## src/rtl/cordic_job_sequencer.sv

```systemverilog
// Job sequencer for an external CORDIC step unit and angle LUT: accepts tagged jobs,
// performs one micro-rotation per cycle, and returns the tagged result with status.
module cordic_job_sequencer #(
  parameter int W         = 32,
  parameter int IW        = 5,
  parameter int TW        = 4,
  parameter bit OV_STOP   = 1'b1,
  parameter bit Z_OV_STOP = 1'b1,
  parameter bit IRQ_RES   = 1'b1,
  parameter bit IRQ_ERR   = 1'b1
) (
  input  logic          clk,
  input  logic          rst,
  input  logic          job_valid,
  output logic          job_ready,
  input  logic [W-1:0]  job_x,
  input  logic [W-1:0]  job_y,
  input  logic [W-1:0]  job_z,
  input  logic          job_mode,
  input  logic [1:0]    job_sys,
  input  logic [IW-1:0] job_iter,
  input  logic [TW-1:0] job_tag,
  input  logic          abort,
  output logic          res_valid,
  input  logic          res_ready,
  output logic [W-1:0]  res_x,
  output logic [W-1:0]  res_y,
  output logic [W-1:0]  res_z,
  output logic [TW-1:0] res_tag,
  output logic [IW-1:0] res_iters,
  output logic [4:0]    res_status,
  output logic          irq,
  output logic [W-1:0]  cd_x_prev,
  output logic [W-1:0]  cd_y_prev,
  output logic [W-1:0]  cd_z_prev,
  output logic [IW-1:0] cd_shift,
  output logic          cd_dir,
  output logic [1:0]    cd_sys,
  output logic [W-1:0]  cd_angle,
  input  logic [W-1:0]  cd_x_res,
  input  logic [W-1:0]  cd_y_res,
  input  logic [W-1:0]  cd_z_res,
  input  logic          cd_x_ov,
  input  logic          cd_y_ov,
  input  logic          cd_z_ov,
  output logic [IW-1:0] lut_offset,
  output logic [1:0]    lut_sys,
  input  logic [W-1:0]  lut_angle
);

  // state | meaning
  // IDLE  | ready for a job
  // PRE   | quadrant correction, input check, initial shift
  // ITER  | one committed micro-rotation per cycle
  // DONE  | result held until consumed
  typedef enum logic [1:0] {IDLE, PRE, ITER, DONE} state_t;

  localparam logic [1:0] SYS_HYP  = 2'b00;
  localparam logic [1:0] SYS_CIRC = 2'b01;
  localparam logic [1:0] SYS_BAD  = 2'b11;
  localparam logic signed [W-1:0] Q_POS = {2'b01, {(W-2){1'b0}}};
  localparam logic signed [W-1:0] Q_NEG = -Q_POS;

  state_t        state_q, state_n;
  logic [W-1:0]  x_q, y_q, z_q, x_n, y_n, z_n;
  logic          mode_q, mode_n;
  logic [1:0]    sys_q, sys_n;
  logic [IW-1:0] iter_q, iter_n, count_q, count_n, shift_q, shift_n;
  logic [TW-1:0] tag_q, tag_n;
  logic          rep4_q, rep4_n, rep13_q, rep13_n;
  logic [4:0]    status_q, status_n;
  logic          irq_q, irq_n;

  logic [W:0]    y_ext, y_abs;
  logic          z_big, flip, pre_err, ov_stop, is_hyp;
  logic [4:0]    iter_status;
  logic [IW-1:0] count_inc;

  assign is_hyp  = (sys_q == SYS_HYP);
  assign y_ext   = {y_q[W-1], y_q};
  assign y_abs   = y_q[W-1] ? -y_ext : y_ext;
  assign z_big   = ($signed(z_q) > Q_POS) || ($signed(z_q) < Q_NEG);
  assign flip    = (sys_q == SYS_CIRC) && (mode_q ? z_big : x_q[W-1]);
  assign pre_err = (sys_q == SYS_BAD) || (iter_q == '0) ||
                   (is_hyp && (x_q[W-1] || (y_abs > {1'b0, x_q})));
  assign iter_status = status_q | {abort, 1'b0, cd_z_ov, cd_y_ov, cd_x_ov};
  assign ov_stop   = OV_STOP && (iter_status[0] || iter_status[1] || (Z_OV_STOP && iter_status[2]));
  assign count_inc = count_q + IW'(1);

  always_comb begin
    state_n  = state_q;
    x_n      = x_q;
    y_n      = y_q;
    z_n      = z_q;
    mode_n   = mode_q;
    sys_n    = sys_q;
    iter_n   = iter_q;
    tag_n    = tag_q;
    count_n  = count_q;
    shift_n  = shift_q;
    rep4_n   = rep4_q;
    rep13_n  = rep13_q;
    status_n = status_q;
    irq_n    = 1'b0;
    case (state_q)
      IDLE: if (job_valid) begin
        x_n      = job_x;
        y_n      = job_y;
        z_n      = job_z;
        mode_n   = job_mode;
        sys_n    = job_sys;
        iter_n   = job_iter;
        tag_n    = job_tag;
        count_n  = '0;
        status_n = '0;
        state_n  = PRE;
      end
      PRE: begin
        shift_n = is_hyp ? IW'(1) : '0;
        rep4_n  = 1'b0;
        rep13_n = 1'b0;
        if (flip) begin
          x_n = -x_q;
          y_n = -y_q;
          z_n = {~z_q[W-1], z_q[W-2:0]};
        end
        status_n = {abort, pre_err, 3'b000};
        if (pre_err || abort) begin
          state_n = DONE;
          irq_n   = IRQ_RES || (IRQ_ERR && pre_err);
        end else begin
          state_n = ITER;
        end
      end
      ITER: begin
        x_n      = cd_x_res;
        y_n      = cd_y_res;
        z_n      = cd_z_res;
        count_n  = count_inc;
        status_n = iter_status;
        // hyperbolic convergence needs shifts 4 and 13 executed twice
        if (is_hyp && shift_q == IW'(4) && !rep4_q)
          rep4_n = 1'b1;
        else if (is_hyp && shift_q == IW'(13) && !rep13_q)
          rep13_n = 1'b1;
        else if (shift_q != '1)
          shift_n = shift_q + IW'(1);
        if (count_inc == iter_q || abort || ov_stop) begin
          state_n = DONE;
          irq_n   = IRQ_RES || (IRQ_ERR && ov_stop);
        end
      end
      DONE: if (res_ready) state_n = IDLE;
      default: state_n = IDLE;
    endcase
  end

  always_ff @(posedge clk) begin
    if (rst) begin
      state_q  <= IDLE;
      x_q      <= '0;
      y_q      <= '0;
      z_q      <= '0;
      mode_q   <= 1'b0;
      sys_q    <= '0;
      iter_q   <= '0;
      tag_q    <= '0;
      count_q  <= '0;
      shift_q  <= '0;
      rep4_q   <= 1'b0;
      rep13_q  <= 1'b0;
      status_q <= '0;
      irq_q    <= 1'b0;
    end else begin
      state_q  <= state_n;
      x_q      <= x_n;
      y_q      <= y_n;
      z_q      <= z_n;
      mode_q   <= mode_n;
      sys_q    <= sys_n;
      iter_q   <= iter_n;
      tag_q    <= tag_n;
      count_q  <= count_n;
      shift_q  <= shift_n;
      rep4_q   <= rep4_n;
      rep13_q  <= rep13_n;
      status_q <= status_n;
      irq_q    <= irq_n;
    end
  end

  assign job_ready  = (state_q == IDLE) && !rst;
  assign res_valid  = (state_q == DONE);
  assign res_x      = x_q;
  assign res_y      = y_q;
  assign res_z      = z_q;
  assign res_tag    = tag_q;
  assign res_iters  = count_q;
  assign res_status = status_q;
  assign irq        = irq_q;
  assign cd_x_prev  = x_q;
  assign cd_y_prev  = y_q;
  assign cd_z_prev  = z_q;
  assign cd_shift   = shift_q;
  assign cd_dir     = mode_q ? ~z_q[W-1] : y_q[W-1];
  assign cd_sys     = sys_q;
  assign cd_angle   = lut_angle;
  assign lut_offset = shift_q;
  assign lut_sys    = sys_q;

endmodule

```

## config.mk

```make
export PLATFORM = sky130hd
export DESIGN_NAME = cordic_job_sequencer
export DESIGN_NICKNAME = d
export VERILOG_FILES = /design/src/rtl/cordic_job_sequencer.sv
export SDC_FILE = /design/constraint.sdc
export NUM_CORES = 1
export LEC_CHECK = 0
export CAP_MARGIN = 20
export CORE_AREA = 2 2 195 197
export DETAILED_ROUTE_END_ITERATION = 7
export DIE_AREA = 0 0 197 199
export SYNTH_ARGS = -nofsm -noshare
export SYNTH_HDL_FRONTEND = slang
export SYNTH_SLANG_ARGS = --single-unit
```

## constraint.sdc

```tcl
create_clock -name clk -period 4.1 [get_ports clk]
set_input_delay 0.82 -clock clk [delete_from_list [all_inputs] [get_ports clk]]
set_output_delay 0.82 -clock clk [all_outputs]
set_load 0.01 [all_outputs]
```

# Word level (Yosys, flattened, before mapping)
# Index checks and enable logic that the tools add are counted.
[totals] reg_bits=128 latchBits=0 output_inout_bits=256 inputBits=244 elab_cells=111 romBits=0 n_memories=0 ram_bits=0
[op_classes] magnitude_cmp=3 eq_ne=18 div_mod_pow=0 shifts=0 multipliers=0 muxes=33 reduce_logical=34 addsub=5 n_bitwise=3
[op_table] operator="$pmux W32 S3" n=3
[op_table] operator="$mux W32" n=6
[op_table] operator="$neg A32 Y32" n=2
[op_table] operator="$gt A33 B32 Y1" n=1
[op_table] operator="$mux W33" n=1
[op_table] operator="$neg A33 Y33" n=1
[op_table] operator="$gt A32 B32 Y1 const B" n=1
[op_table] operator="$lt A32 B31 Y1 const B" n=1
[op_table] operator="$mux W5" n=4
[op_table] operator="$pmux W5 S2" n=2
[op_table] operator="$ne A2 B2 Y1 const B" n=8
[op_table] operator="$pmux W5 S3" n=1
[op_table] operator="$reduce_and A3 Y1" n=4
[op_table] operator="$add A5 B1 Y5 const B" n=2
[op_table] operator="$logic_or A1 B1 Y1" n=9
[op_table] operator="$mux W1" n=9
[op_table] operator="$pmux W2 S4" n=1
[op_table] operator="$reduce_and A2 Y1" n=4
[op_table] operator="$logic_and A1 B1 Y1" n=7
[op_table] operator="$eq A2 B2 Y1 const B" n=3
[op_table] operator="$mux W2" n=3
[op_table] operator="$pmux W1 S2" n=3
[op_table] operator="$eq A5 B3 Y1 const B" n=1
[op_table] operator="$eq A5 B4 Y1 const B" n=1
[op_table] operator="other kinds (12)" n=18

# Logic depth before layout (Yosys ltp)
# Gate-level depths: netlist of the first run.
[logic_depth] word_depth=9 mapped_depth=15 depth_no_buf=14

# Worst setup path before layout of the first run
# No wires, ideal clock.
[synth_timing] path_type="reg2reg" start="reg y_q[12], in the netlist cd_y_prev[12]" end="reg irq_q, in the netlist irq" arrival_ps=3915 slack_ps=44 setup_ps=141 synth_period_minus_slack_ps=4056 n_path_buf=2 path_stages_with_launch=15 t_required_ps=3959 cell_sequence="dfxtp_1 buf_6 or4_4 or4_4 or4_4 buf_6 o31ai_1 xnor2_1 ha_1 nand4_1 nor4_1 nand3_1 o41ai_1 or3_1 o32ai_1"
[synth_between] elab_chain_cells=9
[synth_rtl] item="from (decl)" line="65" source="logic [W-1:0] x_q, y_q, z_q, x_n, y_n, z_n;"
[synth_rtl] item="from (signal assigned)" line="177" source="y_q <= y_n;"
[synth_rtl] item="$neg A33 Y33" line="81" source="assign y_abs = y_q[W-1] ? -y_ext : y_ext;"
[synth_rtl] item="$mux W33 (*)" line="81"
[synth_rtl] item="$gt A33 B32 Y1 (*)" line="85" source="(is_hyp && (x_q[W-1] || (y_abs > {1'b0, x_q})));"
[synth_rtl] item="$logic_or A1 B1 Y1 (*)" line="85"
[synth_rtl] item="$logic_and A1 B1 Y1 (*)" line="85"
[synth_rtl] item="$logic_or A1 B1 Y1 (*)" line="84" source="assign pre_err = (sys_q == SYS_BAD) || (iter_q == '0) ||"
[synth_rtl] item="$logic_or A1 B1 Y1 (*)" line="128" source="if (pre_err || abort) begin"
[synth_rtl] item="$mux W1 (*)" line="128"
[synth_rtl] item="$pmux W1 S2 (*)" line="105" source="case (state_q)"
[synth_rtl] item="to (signal assigned)" line="188" source="irq_q <= irq_n;"
[synth_rtl] item="to (decl)" line="72" source="logic irq_q, irq_n;"
# Mark *: on every way between the ends. The rest lies on a longest branch, timed or not.
# A chain may end at the register's enable or synchronous reset.

# Worst setup path after layout of the first run
[layout_timing] start="reg y_q[12], in the netlist cd_y_prev[12]" end="reg status_q[3], in the netlist res_status[3]"
[layout_between] elab_chain_cells=7
[layout_rtl] item="$neg A33 Y33" line="81"
[layout_rtl] item="$mux W33 (*)" line="81"
[layout_rtl] item="$gt A33 B32 Y1 (*)" line="85"
[layout_rtl] item="$logic_or A1 B1 Y1 (*)" line="85"
[layout_rtl] item="$logic_and A1 B1 Y1 (*)" line="85"
[layout_rtl] item="$logic_or A1 B1 Y1 (*)" line="84"
[layout_rtl] item="$pmux W5 S3 (*)" line="105"
[layout_rtl] item="to (signal assigned)" line="187" source="status_q <= status_n;"
[layout_rtl] item="to (decl)" line="71" source="logic [4:0] status_q, status_n;"
# Marks and branches as above.

==> results.json, run 1 <==
{
  "status": "complete, no violations",
  "r2r-start": "cd_y_prev[12]",
  "area_growth_pct": 48.78,
  "hold_viol_final": 0,
  "cts_sinks": 128,
  "cts_hold_buffers": 0,
  "rrSetupSlack_ns": 0.25,
  "ant_nets": 0,
  "critPathRequiredTime_ns": 4.44,
  "synth_top_cell_area_share_pct": 26.79,
  "grt_pass1_wl_um": 63500,
  "cts_tree": "built",
  "rsz0062_at_grt": "false",
  "cts-root-buf": "clkbuf_16",
  "detail_route.iter0.violations": 869,
  "yosys_warnings": 0,
  "clkTransAtPathRegs_ns": 0.06,
  "grt.total_usage_pct": 21.19,
  "ys_seq_area_share_pct": 26.79,
  "yosysTopAreaCell": "dfxtp_1",
  "drive_gt1_share_pct": 7.314,
  "fin_skew_ns": 0.01530,
  "drt-vias-per-instance": 5.314,
  "setup_viol": 0,
  "wl_um": 42860,
  "ys_top_cells_by_area": "dfxtp_1, buf_4, ha_1, a21oi_1, nor2_1",
  "dr.pass1.iters": 5,
  "clk_latency_ns": 0.44,
  "dieHeight_um": 199,
  "io_pins": 500,
  "synth.net_count": 1534,
  "max_slew_margin_pct": 27.31,
  "num_vias": 10730,
  "rr_endpoint": "res_status[3]",
  "synth_edf_count": 0,
  "synth_ff_type": "dfxtp_1",
  "grt_max_degree": 148,
  "gp_congestion": 0.9026,
  "io_buffers": 435,
  "antenna_found_initial": 3,
  "synth.avg_cell_area_um2": 7.677,
  "crit_path_end": "res_status[3]",
  "ir_drop_mv": 0.4075,
  "power_density_mw_per_mm2": 907.4,
  "layout.cells.non_filler": 2020,
  "nNetsFinal": 1820,
  "wl_per_cell_um": 21.22,
  "max-cap-violations": 0,
  "synthArstFlopShare_pct": 0,
  "clk_path_buf_depth": 2,
  "die_w_um": 197,
  "max_freq_mhz": 259.5,
  "synth_cell_types": 67,
  "rr_worst_depth": 14,
  "cp-end-kind": "flop",
  "grt_pass1_vias": 10420,
  "worst_pin_slew_ns": 1.090,
  "synth_cells": 1246,
  "drcViolationCount": 0,
  "hp-class": "reg2reg",
  "die_area_mm2": 0.03920,
  "dp_cells": 1985,
  "initial_core_util_pct": 25.76,
  "num_rows": 71,
  "multi_input_area_mm2": 0.005559,
  "crit_arrival_ns": 4.19,
  "critPathLaunch": "cd_y_prev[12]",
  "core-area_mm2": 0.03713,
  "hpwlAfterDp_um": 32130,
  "fill_cells": 3841,
  "crit_fanout": 6,
  "stdcell_area_mm2": 0.01423,
  "regArea_mm2": 0.002564,
  "overflow": 0,
  "numCtsBuffers": 17,
  "criticalPathCategory": "reg2reg",
  "start_kind": "flop",
  "synth_seq_cells": 128,
  "fin_crit_ns": 3.853,
  "cts_htree_levels": 4,
  "netlist_area_mm2": 0.009565,
  "finalMaxSlewViolations": 0,
  "dpl-instance-area_mm2": 0.01361,
  "post-route-period-util_pct": 93.97,
  "leakagePower_nw": 5.058
}
-- per-stage QoR --
stage               total power, mW  setup slack (ns)  setup TNS, ns  util, %  hold WS (ns)
finish                        12.91            0.2471              0    38.32        0.4555
global route                  13.95           0.07671              0    38.32        0.4761
CTS                           12.88           0.02607              0    38.21        0.4576
detailed placement            11.33           -0.1450        -0.4279    36.66        0.4458
global placement              11.19        -0.0002967     -0.0002967    36.66        0.4458
floorplan                     7.728           0.04409              0        -        0.4277
-- synthesized netlist by cell type (4+ instances only) --
cell type	number
buf_4	135
dfxtp_1	128
nor2_1	113
a21oi_1	91
clkbuf_1	76
nand2_1	72
o21ai_0	53
a211oi_1	50
nor3_1	50
inv_1	46
nand2b_1	46
ha_1	44
a22oi_1	40
xnor2_1	32
a221oi_1	30
o32ai_1	28
nor4_1	24
nand3_1	20
or3_1	17
a222oi_1	15
a31oi_1	11
o31ai_1	10
a22o_1	8
nand4_1	8
or4_1	8
o211ai_1	7
buf_1	6
nor2b_1	6
a21o_1	5
a221o_1	5
and3_1	4
o311ai_0	4
-- critical path, stage by stage, from the launching register on --
cell,delay [ns]
dfxtp_1,0.31
or4_4,0.54
or4_4,0.49
or4_4,0.55
buf_4,0.19
nand2_1,0.08
xnor2_1,0.08
ha_1,0.30
nand4_1,0.18
nor4_4,0.33
nand3_2,0.12
a21oi_1,0.14
nor4_1,0.06
buf_4,0.14
o32ai_1,0.26
-- sequential cells by signal (all words and copies together), names as in the netlist, 2 cells and up --
| register | flops |
|---|---|
| res_tag | 4 |
| cd_sys | 2 |
| state_q | 2 |
| res_iters | 5 |
| res_status | 5 |
| cd_y_prev | 32 |
| cd_x_prev | 32 |
| iter_q | 5 |
| cd_z_prev | 32 |
| cd_shift | 5 |
-- layout by cell type (no fill, tap or decap), types with 3 or more instances in the layout --
master,instances
a31oi_1,10
nand3b_1,3
a211oi_1,50
o211ai_1,7
nor4_1,22
or4_4,3
and3_1,4
nand2b_1,46
nand3_1,19
a221o_1,5
nor2b_1,6
a21oi_1,91
or3_1,16
o32ai_1,28
nand4_1,8
xnor2_1,32
clkbuf_16,17
a222oi_1,15
inv_1,46
or4_1,8
dfxtp_1,127
a22oi_1,40
nand2_1,71
inv_6,6
o21ai_0,53
o31ai_1,9
o311ai_0,4
a22o_1,8
ha_1,44
a211o_1,3
clkdlybuf4s50_1,434
buf_4,53
clkinv_2,4
nor2_1,111
nor3_1,50
a21o_1,5
a221oi_1,30
-- cell type report --
cell class | count | share of cell area (%)
multi-input cells | 849 | 39.06
clock buffers | 19 | 3.183
flip-flops and latches | 128 | 18.01
inverters | 47 | 1.248
diodes | 1 | 0.01758
clock inverters | 13 | 0.7034
well taps | 474 | 4.167
repair buffers | 489 | 33.60
-- power by group --
part / switching, mW / total [mW] / internal [mW]
Combinational: 5.03 / 9.07 / 4.04
Sequential: 0.691 / 2.38 / 1.69
Clock: 0.643 / 1.46 / 0.814
-- cells by family after synthesis --
family,synth area share [%]
muxes,0.3270
and+or+nand+nor,20.52
xor gates and xnor gates,3.113
buffers and inverters,16.05
AOI/OAI and AO/OA,27.44
DFF,26.79
adders and majority gates,5.755
-- how the worst min path moves through the flow --
stage | startpoint | slack (ns) | to | cells past startpoint
6_report | rep13_q | 0.46 | rep13_q | 2
5_1_grt | res_tag[0] | 0.48 | res_tag[0] | 2
4_1_cts | rep13_q | 0.46 | rep13_q | 2
3_5_place_dp | rep13_q | 0.45 | rep13_q | 2
3_3_place_gp | rep13_q | 0.45 | rep13_q | 2
2_1_floorplan | rep13_q | 0.43 | rep13_q | 2
-- layer usage --
metal | part of all wire (%) | GRT usage, % | vias to the layer above
met5 | 0.054 | 0 | -
met4 | 2.5 | 7.296 | 4
met3 | 6.6 | 4.154 | 58
met2 | 49 | 36.36 | 485
met1 | 42 | 26.47 | 5131
li1 | - | - | 5056
-- what timing repair did --
action	CTS	global route
pin swaps	0	3
setup buffers	1	1
gates resized for setup	2	6
gates cloned	0	0
endpoints found under the setup margin	3	3
No activity file was read; power rests on OpenSTA's default activity.
==> run 2, diff against run 1 <==
Settings changed: GPL_ROUTABILITY_DRIVEN set to 0, REMOVE_ABC_BUFFERS set to 1.
==> results.json, run 2 (synthesis gave the netlist of run 1 again) <==
{
  "max_stage_delay_ns": 0.57,
  "clk_latency_ns": 0.44,
  "dieHeight_um": 199,
  "final_cell_mix": "clkdlybuf4s50_1, dfxtp_1, nor2_1",
  "power_density_mw_per_mm2": 904.3,
  "rrSetupSlack_ns": 0.18,
  "hold_viol_final": 0,
  "wl_um": 44350,
  "r2r-start": "cd_y_prev[12]",
  "detail_route.iter0.violations": 601,
  "io_buffers": 435,
  "max-cap-violations": 0,
  "clkTransAtPathRegs_ns": 0.06,
  "grt.total_usage_pct": 22.04,
  "timing.critical_path.mode_cell": "or4_4",
  "post-route-period-util_pct": 95.66,
  "die_area_mm2": 0.03920,
  "grt_pass1_wl_um": 64510,
  "initial_core_util_pct": 25.76,
  "overflow": 0,
  "hpwlAfterDp_um": 34170,
  "drcViolationCount": 0,
  "holdPathStages": 2,
  "rr_endpoint": "irq",
  "multi_input_area_mm2": 0.005583,
  "cts_tree": "built",
  "drt-vias-per-instance": 5.290,
  "min_from": "rep13_q",
  "worst_pin_slew_ns": 1.114,
  "final_util_pct": 38.65,
  "setup_viol": 0,
  "rsz0062_at_grt": "true",
  "die_w_um": 197,
  "clk_path_buf_depth": 2,
  "ir_drop_mv": 0.3645,
  "cts_sinks": 128,
  "finalMaxSlewViolations": 0,
  "start_kind": "flop",
  "final_common_cell": "clkdlybuf4s50_1",
  "num_vias": 10710,
  "area_growth_pct": 50.05,
  "fin_skew_ns": 0.01009,
  "grt_max_degree": 74,
  "status": "complete, no violations",
  "critPathRequiredTime_ns": 4.39,
  "numCtsBuffers": 17,
  "crit_fanout": 6,
  "fin_tns_setup_ns": 0,
  "leakagePower_nw": 5.093,
  "regArea_mm2": 0.002564,
  "place_ws_ns": -0.09065,
  "cts-root-buf": "clkbuf_16",
  "stdcell_area_mm2": 0.01435,
  "hp-class": "reg2reg",
  "ant_nets": 0,
  "crit_arrival_ns": 4.21,
  "fill_cells": 3853,
  "fin_crit_ns": 3.922,
  "p_total_mw": 12.98,
  "criticalPathCategory": "reg2reg",
  "num_rows": 71,
  "antenna_found_initial": 5,
  "grt_pass1_vias": 10390,
  "dpl-instance-area_mm2": 0.01361,
  "nNetsFinal": 1822,
  "max_slew_margin_pct": 25.74,
  "dr.pass1.iters": 5,
  "fin_ws_ns": 0.1780,
  "min_to": "rep13_q",
  "worst-path-buf-inv": 1,
  "path_delay_family": "simple AND/OR/NAND/NOR gates",
  "io_pins": 500,
  "rr_worst_depth": 13,
  "wl_per_cell_um": 21.90,
  "core-area_mm2": 0.03713,
  "cts_htree_levels": 4,
  "cp-end-kind": "flop",
  "max_freq_mhz": 255.0,
  "path_cells": "or4_4, or4_4, or4_4, o31ai_4, xnor2_1, ha_1, nand4_1, nor4_2, nand3_1, o41ai_2, buf_4, or3_4, o32ai_1",
  "cpMaxStageDelayCell": "or4_4",
  "drive_gt1_share_pct": 7.692
}
[run 2: through the flow]
stage          instances  hold WS, ns
2_1_floorplan       1024       0.4275
3_3_place_gp        1986       0.4444
3_5_place_dp        1986       0.4510
4_1_cts             2018       0.4618
5_1_grt             2022       0.4893
6_report            2025       0.4586
[run 2: layer usage]
layer | global-route usage [%] | share of wire (%) | vias up
li1 | - | - | 5062
met1 | 25.91 | 39 | 5080
met2 | 38.45 | 49 | 527
met3 | 7.291 | 9.8 | 40
met4 | 5.737 | 1.5 | 4
met5 | 0 | 0.059 | -
[run 2: worst max path at each step]
stage,slack [ns],from,endpoint,cells after the start
global placement,-0.04,cd_y_prev[12],irq,13
floorplan,-0.26,state_q[0],cd_x_prev[12],7
global route,-0.01,cd_y_prev[12],irq,16
CTS,0.008,cd_y_prev[0],irq,15
finish,0.18,cd_y_prev[12],irq,13
detailed placement,-0.09,cd_y_prev[12],irq,14
[run 2: power breakdown]
group / switching [mW] / internal (mW)
logic: 4.91 / 4.02
clock network: 0.628 / 1.05
registers: 0.684 / 1.69
total: 6.22 / 6.76
[run 2: timing repair]
item	CTS	global route
hold buffers	0	0
pin swaps	2	3
buffers inserted	0	3
endpoints found under the setup margin	3	3
resized for setup	3	10
[run 2: area by class of cell]
type,instances,area share [%]
Antenna cell,4,0.06974
Clock buffer,20,3.182
Clock inverter,12,1.273
Inverter,47,1.247
Multi-Input combinational cell,849,38.90
Sequential cell,128,17.86
Tap cell,474,4.132
Timing Repair Buffer,491,33.34
[run 2: worst register-to-register path, cell delays in order, from the launching register on]
cell and delay, ns:
dfxtp_1 0.31, or4_4 0.57, or4_4 0.48, or4_4 0.55, o31ai_4 0.20, xnor2_1 0.09
ha_1 0.31, nand4_1 0.14, nor4_2 0.35, nand3_1 0.19, o41ai_2 0.23, buf_4 0.17
or3_4 0.12, o32ai_1 0.08
==> run 3, diff against run 2 <==
Settings changed: CAP_MARGIN 20 to 15, REMOVE_ABC_BUFFERS 1 to unset.
==> results of run 3 <==
No change in the layout: final DEF, timing and power equal those of run 1.
